<file path="src/rtl/mem_access_ctrl_if.sv">
// rtl/mem_access_ctrl_if.sv - pipeline/memory bus bundle for mem_access_ctrl
interface mem_access_ctrl_if;
  logic        MemRead;
  logic        MemWrite;
  logic [15:0] addr;
  logic [15:0] writeData;
  logic [15:0] mem_rdata;
  logic        mem_en;
  logic        mem_wr;
  logic [15:0] mem_addr;
  logic [15:0] mem_wdata;
  logic        stall;
  logic        done;
  logic [15:0] mem_out;
  logic        err;

  modport slave (
    input  MemRead, MemWrite, addr, writeData, mem_rdata,
    output mem_en, mem_wr, mem_addr, mem_wdata, stall, done, mem_out, err
  );

  modport master (
    output MemRead, MemWrite, addr, writeData, mem_rdata,
    input  mem_en, mem_wr, mem_addr, mem_wdata, stall, done, mem_out, err
  );
endinterface

</file>
<file path="src/rtl/mem_access_ctrl.sv">
// rtl/mem_access_ctrl.sv - multi-cycle load/store sequencer; optional MEM_ALIGN_CHECK_EN
module mem_access_ctrl #(
  parameter int LATENCY = 4
) (
  input logic              clk,
  input logic              rst,
  mem_access_ctrl_if.slave bus
);

  typedef enum logic [1:0] {IDLE, BUSY, DONE} state_t;

  state_t      state;
  state_t      state_nxt;
  logic [3:0]  cnt;
  logic [15:0] addr_q;
  logic [15:0] wdata_q;
  logic [15:0] mem_out_q;
  logic        wr_q;
  logic        req;
  logic        fault;
  logic        mem_en_c;
  logic        mem_wr_c;
  logic        done_c;
  logic        stall_c;

  assign req = bus.MemRead | bus.MemWrite;

`ifdef MEM_ALIGN_CHECK_EN
  logic err_q;
  assign fault   = bus.addr[0];
  assign bus.err = err_q;
`else
  assign fault   = 1'b0;
  assign bus.err = 1'b0;
`endif

  assign bus.mem_en    = mem_en_c;
  assign bus.mem_wr    = mem_wr_c;
  assign bus.mem_addr  = addr_q;
  assign bus.mem_wdata = wdata_q;
  assign bus.stall     = stall_c;
  assign bus.done      = done_c;
  assign bus.mem_out   = mem_out_q;

  // State register
  always_ff @(posedge clk) begin
    if (rst) state <= IDLE;
    else     state <= state_nxt;
  end

  // Next state and decoded outputs; stall follows the live request in IDLE
  always_comb begin
    state_nxt = state;
    mem_en_c  = 1'b0;
    mem_wr_c  = 1'b0;
    done_c    = 1'b0;
    stall_c   = 1'b0;
    case (state)
      IDLE: begin
        if (req) begin
          stall_c   = 1'b1;
          state_nxt = fault ? DONE : BUSY;
        end
      end
      BUSY: begin
        mem_en_c = 1'b1;
        mem_wr_c = wr_q;
        stall_c  = 1'b1;
        if (cnt == 4'd0) state_nxt = DONE;
      end
      DONE: begin
        // The request still present here belongs to the instruction completing now
        done_c    = 1'b1;
        state_nxt = IDLE;
      end
      default: state_nxt = IDLE;
    endcase
  end

  // Request latch, hold counter and registered load result
  always_ff @(posedge clk) begin
    if (rst) begin
      cnt       <= 4'd0;
      addr_q    <= 16'h0000;
      wdata_q   <= 16'h0000;
      wr_q      <= 1'b0;
      mem_out_q <= 16'h0000;
`ifdef MEM_ALIGN_CHECK_EN
      err_q     <= 1'b0;
`endif
    end else begin
      case (state)
        IDLE: begin
          if (req) begin
            if (fault) begin
              mem_out_q <= 16'h0000;
`ifdef MEM_ALIGN_CHECK_EN
              err_q     <= 1'b1;
`endif
            end else begin
              addr_q  <= bus.addr;
              wdata_q <= bus.writeData;
              wr_q    <= bus.MemWrite;
              cnt     <= 4'(LATENCY - 1);
            end
          end
        end
        BUSY: begin
          if (cnt != 4'd0) cnt <= cnt - 4'd1;
          else             mem_out_q <= wr_q ? 16'h0000 : bus.mem_rdata;
        end
        DONE: begin
`ifdef MEM_ALIGN_CHECK_EN
          err_q <= 1'b0;
`endif
        end
        default: ;
      endcase
    end
  end

endmodule

</file>
<file path="src/flat_wrapper.sv">
// flat-port wrapper written by rule: the top's interface ports become plain ports
module mem_access_ctrl_flat 
#(
  parameter int LATENCY = 4
)
  (clk, rst, bus_MemRead, bus_MemWrite, bus_addr, bus_writeData, bus_mem_rdata, bus_mem_en, bus_mem_wr, bus_mem_addr, bus_mem_wdata, bus_stall, bus_done, bus_mem_out, bus_err);
  mem_access_ctrl_if bus_i ();
  input logic clk;
  input logic rst;
  input wire logic [$bits(bus_i.MemRead)-1:0] bus_MemRead;
  input wire logic [$bits(bus_i.MemWrite)-1:0] bus_MemWrite;
  input wire logic [$bits(bus_i.addr)-1:0] bus_addr;
  input wire logic [$bits(bus_i.writeData)-1:0] bus_writeData;
  input wire logic [$bits(bus_i.mem_rdata)-1:0] bus_mem_rdata;
  output wire logic [$bits(bus_i.mem_en)-1:0] bus_mem_en;
  output wire logic [$bits(bus_i.mem_wr)-1:0] bus_mem_wr;
  output wire logic [$bits(bus_i.mem_addr)-1:0] bus_mem_addr;
  output wire logic [$bits(bus_i.mem_wdata)-1:0] bus_mem_wdata;
  output wire logic [$bits(bus_i.stall)-1:0] bus_stall;
  output wire logic [$bits(bus_i.done)-1:0] bus_done;
  output wire logic [$bits(bus_i.mem_out)-1:0] bus_mem_out;
  output wire logic [$bits(bus_i.err)-1:0] bus_err;
  assign bus_i.MemRead = bus_MemRead;
  assign bus_i.MemWrite = bus_MemWrite;
  assign bus_i.addr = bus_addr;
  assign bus_i.writeData = bus_writeData;
  assign bus_i.mem_rdata = bus_mem_rdata;
  assign bus_mem_en = bus_i.mem_en;
  assign bus_mem_wr = bus_i.mem_wr;
  assign bus_mem_addr = bus_i.mem_addr;
  assign bus_mem_wdata = bus_i.mem_wdata;
  assign bus_stall = bus_i.stall;
  assign bus_done = bus_i.done;
  assign bus_mem_out = bus_i.mem_out;
  assign bus_err = bus_i.err;
  mem_access_ctrl #(.LATENCY(LATENCY)) u_core (.clk(clk), .rst(rst), .bus(bus_i));
endmodule
</file>
<file path="config.mk">
export PLATFORM = sky130hd
export DESIGN_NAME = mem_access_ctrl_flat
export DESIGN_NICKNAME = d
export VERILOG_FILES = /design/src/rtl/mem_access_ctrl_if.sv /design/src/rtl/mem_access_ctrl.sv /design/src/flat_wrapper.sv
export SDC_FILE = /design/constraint.sdc
export NUM_CORES = 1
export LEC_CHECK = 0
export ABC_CLOCK_PERIOD_IN_PS = 2500
export CAP_MARGIN = 10
export CORE_MARGIN = 4
export CORE_UTILIZATION = 44
export CTS_CLUSTER_DIAMETER = 60
export DETAILED_ROUTE_END_ITERATION = 16
export GPL_ROUTABILITY_DRIVEN = 1
export PLACE_DENSITY = 0.85
export SYNTH_ARGS = -nofsm -noshare
export SYNTH_HDL_FRONTEND = slang
export SYNTH_SLANG_ARGS = --single-unit
</file>
<file path="constraint.sdc">
create_clock -name clk -period 2.5 [get_ports clk]
set_input_delay 0.375 -clock clk [delete_from_list [all_inputs] [get_ports clk]]
set_output_delay 0.375 -clock clk [all_outputs]
set_load 0.01 [all_outputs]
</file>
== After elaboration in Yosys (flattened, before gate mapping) ==
Index checks and enable logic that the tools add are counted.

* Shifts and indexed selects: 0
* Reductions and logical operators: 8
* Equality and inequality tests: 5
* Divide/modulo/power cells: 0
* Multiplexer cells: 12
* $lt $le $gt $ge: 0
* Multiply operators: 0
* Bitwise gates (word level): 2
* Add/subtract/negate cells: 1

{| class="wikitable"
|+ Operators by type and width
! operator !! count
|-
| two-way mux 16 bit || 1
|-
| two-way mux 4 bit || 2
|-
| case mux 4 bit (2 select lines) || 1
|-
| inequality test 2 x 1 -> 1 bit (second input constant) || 3
|-
| AND reduction 2 bit || 3
|-
| zero test 4 bit || 1
|-
| two-way mux 1 bit || 4
|-
| two-way mux 2 bit || 2
|-
| case mux 2 bit (2 select lines) || 1
|-
| nonzero test 4 bit || 1
|-
| subtractor 4 x 1 -> 4 bit (second input constant) || 1
|-
| AND reduction 3 bit || 1
|-
| equality test 2 x 1 -> 1 bit (second input constant) || 1
|-
| equality test 2 bit (second input constant) || 1
|-
| zero test 2 bit || 1
|-
| case mux 1 bit (2 select lines) || 1
|-
| nonzero test 2 bit || 1
|-
| NOT 1 bit || 1
|-
| bitwise OR 1 bit || 1
|}

* Memories kept: 0
* Bits in writable memories: 0
* Bits in read-only memories: 0
* Latch bits: 0
* Output and inout bits: 53
* Logic and storage cells: 34
* Bits in registers: 55

== Logic depth before layout (Yosys ltp) ==
* Depth in word-level cells: 3
* Depth in mapped cells: 6
* Mapped depth without buffers: 5

== Worst setup path after synthesis ==
OpenSTA, ideal clock, no wires.

* Kind: flip-flop to flip-flop
* Start point: register u_core.cnt[0]
* End point: register u_core.cnt[3]
* Setup time: 0.086 ns
* Cell stages (with the launch flop): 6
* Setup slack: 0.945 ns
* Arrival time: 1.468 ns
* Buffers on the path: 0
* Cells stage by stage: dfxtp_1 inv_1 ha_1 nor3b_2 or4_1 a221oi_2

* Cells in the longest elaborated chain, start to end: 3
* Elaborated cells between the ends (all ways): 6
* Classes of those cells: 1 x add/sub; 1 x eq/ne; 2 x mux; 2 x reduce/logical

{| class="wikitable"
|+ RTL lines
! item !! RTL line !! source
|-
| start: declaration || mem_access_ctrl.sv:14 || <nowiki>logic [3:0] cnt;</nowiki>
|-
| start signal: assignment || mem_access_ctrl.sv:104 || <nowiki>cnt <= 4'(LATENCY - 1);</nowiki>
|-
| start signal: assignment || mem_access_ctrl.sv:109 || <nowiki>if (cnt != 4'd0) cnt <= cnt - 4'd1;</nowiki>
|-
| subtractor 4 x 1 -> 4 bit / nonzero test 4 bit (equally long branches) || mem_access_ctrl.sv:109 ||
|-
| two-way mux 4 bit / inequality test 2 x 1 -> 1 bit (equally long branches) || n/a ||
|-
| case mux 4 bit (2 select lines) / AND reduction 3 bit (equally long branches) || n/a ||
|}

Parallel ways exist; a longest one is shown, timed or not. The select of a mux whose other input is x is not followed.
A chain may end at the register's enable or synchronous reset.

== Final worst setup path ==
* Start point: input bus_MemWrite
* End point: output bus_stall

* Cells in the longest elaborated chain, start to end: 3

{| class="wikitable"
|+ RTL lines
! item !! RTL line !! source
|-
| start: declaration || flat_wrapper.sv:11 || <nowiki>input wire logic [$bits(bus_i.MemWrite)-1:0] bus_MemWrite;</nowiki>
|-
| bitwise OR 1 bit || mem_access_ctrl.sv:26 || <nowiki>assign req = bus.MemRead | bus.MemWrite;</nowiki>
|-
| two-way mux 1 bit || mem_access_ctrl.sv:60 || <nowiki>if (req) begin</nowiki>
|-
| case mux 1 bit (2 select lines) || mem_access_ctrl.sv:58 || <nowiki>case (state)</nowiki>
|-
| end: declaration || flat_wrapper.sv:19 || <nowiki>output wire logic [$bits(bus_i.stall)-1:0] bus_stall;</nowiki>
|}

Every way passes these cells.

==> summary.txt <==
Place
  • IO Port Bufs: between 100 and 150
  • Final GP Congestion: 0.764
  • DP Area: 3280 µm²
  • HPWL after DPL: about 4400 µm

Routing
  • Wirelength, routed: 6510 µm
  • DR DRC count: 0
  • Detailed Routing Iterations Pass 1: 6
  • Number of routed nets with antenna violations: 0
  • Initial DRC count: approximately 180
  • Via-per-instance ratio: approximately 5.5
  • Routed vias: roughly 2300
  • DR WL/cell: between 15 and 20 µm

Synthesis
  • Syn_nets: between 300 and 400
  • Syn_area_per_cell: roughly 8.6 µm²
  • Yosys reg bits: 55
  • Number of synthesized flops with an enable pin: 0
  • Synth cell types: 36
  • Main combinational cell family by area after synthesis: compound AO/OA/AOI/OAI gates
  • Main synth FF type: dfxtp_1
  • Post-Syn Area: between 2000 and 2500 µm²
  • Sequential area share after synthesis: just under 50%
  • Synth Warn #: 0
  • Mux contribution to synthesized area: 0%
  • Asr flop ratio synth: 0%
  • Synth Area in Simple Gates: 18.1%
  • Synth Area in XOR/XNOR: 0%
  • Syn Inst Count: 262
  • Adder-cell area share of the yosys netlist: less than 1%
  • Synth Area in Compound Gates: between 20% and 30%

Floorplanning
  • Vert. Die Dim: a little under 80 µm
  • Die area: approximately 6300 µm²
  • Cell Rows: 25
  • Num ports: approximately 110
  • Die width: ~79 µm
  • CORE AREA: slightly below 5000 µm²
  • Initial Util: 46.6%

Clocking
  • Post_cts resized: 0
  • # Post-CTS Setup Buffers: 0
  • CTS Buffer Depth: 2
  • CTS tree: yes
  • Clk sink count: between 50 and 60
  • H-tree Lvls: 2
  • Root Driver: clkbuf_8
  • Num CTS Buffers: 5
  • Hold_buf cts: 0
  • Clock Latency Late Sink: between 0.3 and 0.4 ns
  • Clock-pin slew on the worst setup and hold paths: about 0.1 ns

STA
  • Slew @ Worst Pin: a little under 1 ns
  • Max-slew headroom: a little over a third
  • Fin crit share: between 80% and 90%
  • Final Setup Violations: 0
  • RSZ-0062 raised after global routing: false
  • Slew Viols, Final: 0
  • Hold Worst Slack: approximately 0.48 ns
  • Final Critical Period: around 2.1 ns
  • Final Skew: around 0.0067 ns
  • Fmax: between 400 and 500 MHz
  • Final Hold Viols: 0
  • Setup TNS: 0 ns

Critical path
  • R2R cell count: 5
  • Worst-path cell chain: clkdlybuf4s50_1 -> or2_2 -> nor2_1 -> nor2_1 -> clkdlybuf4s50_1
  • CP startpoint kind: input pin
  • Critical R2R Capture: u_core.cnt[1]
  • FF-to-FF Start: u_core.cnt[0]
  • Crit. End Element: output pin
  • R2R setup slack: about 0.66 ns
  • Slowest CP cell: clkdlybuf4s50_1
  • Critical path class: in -> out
  • Maximum fanout along the worst path: 3
  • Crit. Startpoint: bus_MemWrite
  • Crit path arrival time: 1.77 ns
  • CP Data Required Time: approximately 2.1 ns
  • CP max stage delay: 0.47 ns

Global route
  • Grt total ovfl: 0
  • Largest net degree at the start of global routing: 36
  • First-pass GRT wire length: 10300 µm
  • Total track usage: between 20% and 30%
  • Antenna violations before repair: 0
  • Vias in the first global route: around 2200

Min path
  • Worst min path class: reg -> reg
  • Hold_sp: u_core.bus.mem_out[8]
  • Hold depth: 2
  • WHS Endpoint: u_core.bus.mem_out[8]

Power
  • PwrDens: about 670 nW/µm²
  • Leak: approximately 1.2 nW
  • IR drop worst, VDD: approximately 0.34 mV

Finish
  • Fin nets: between 400 and 500
  • Fin area: 3410 µm²
  • Area growth syn-to-layout: 52.1%
  • Most frequent cells in the layout: 102 x clkdlybuf4s50_1, 55 x dfxtp_1, 50 x a21oi_1
  • # diodes: 0
  • Filler cells: 414
  • Final core occ: slightly above 70%
  • Fraction of layout cells with a size suffix above 1: 6.52%
  • Most common cell after layout, fill and taps aside: clkdlybuf4s50_1

Job
  • Max-cap violation count: 0

Run status
  • Status: completed
area by class of cell:
cell class	instances	area (µm²)	share of cell area, %
Sequential cell	55	1100	32.3
Tap cell	67	83.8	2.46
Clock inverter	2	60.1	1.76
Timing Repair Buffer	112	1090	32.0
Clock buffer	6	72.6	2.13
Multi-Input combinational cell	174	987	28.9
Inverter	4	15.0	0.440
sequential cells by signal (all words and copies together) (netlist names):
signal                count
u_core.wr_q               1
u_core.state              2
u_core.cnt                4
u_core.bus.mem_addr      16
u_core.bus.mem_wdata     16
u_core.bus.mem_out       16
critical path, delay by kind of cell:
kind                   cells  cell delay, ns
AND/OR/NAND/NOR            3            0.48
buffers and inverters      2            0.92
cells in the mapped netlist (all sizes together), types with 2 or more instances:
cell    number  share of area (%)
inv          4               0.67
or2          2               0.56
clkbuf      23                4.7
nor2         5               0.95
o21ai       50                 11
a21oi       50                 11
nand3       32                7.1
dfxtp       55                 49
buf          6                1.7
nand4b      17                6.6
a221oi       2                1.1
worst max path at each step:
| stage | end | slack [ns] | cells after the start |
|---|---|---|---|
| 2_1_floorplan | u_core.cnt[3] | 0.95 | 5 |
| 3_3_place_gp | bus_stall | 0.35 | 5 |
| 3_5_place_dp | bus_stall | 0.34 | 5 |
| 4_1_cts | bus_stall | 0.34 | 5 |
| 5_1_grt | bus_stall | 0.29 | 5 |
| 6_report | bus_stall | 0.35 | 5 |
cell families after synthesis:
group,after synthesis
compound gates,107
other cells,1
flops,55
simple gates,65
buf+inv,33
fa+ha+maj,1
routing by layer:
metal	vias to the layer above	share of wire (%)	wire length [µm]	GRT usage, %
met5	-	0	0	0
met4	0	1.6	102	7.90
met3	11	6.7	438	5.76
met2	86	50	3260	33.4
met1	1093	42	2710	25.0
li1	1125	-	-	-
where the power goes:
part           internal [mW]  switching, mW  total [mW]
registers              0.955         0.0407       0.995
logic                  0.297          0.307       0.604
clock network          0.400          0.289       0.689
metrics by stage:
step	cells	setup WS (ns)	power (mW)
final	420	0.353	2.29
after global routing	420	0.293	2.39
after CTS	420	0.338	2.29
after detailed placement	412	0.340	1.62
after global placement	412	0.347	1.61
after floorplan	262	0.945	1.32
No activity file was read; power rests on OpenSTA's default activity.
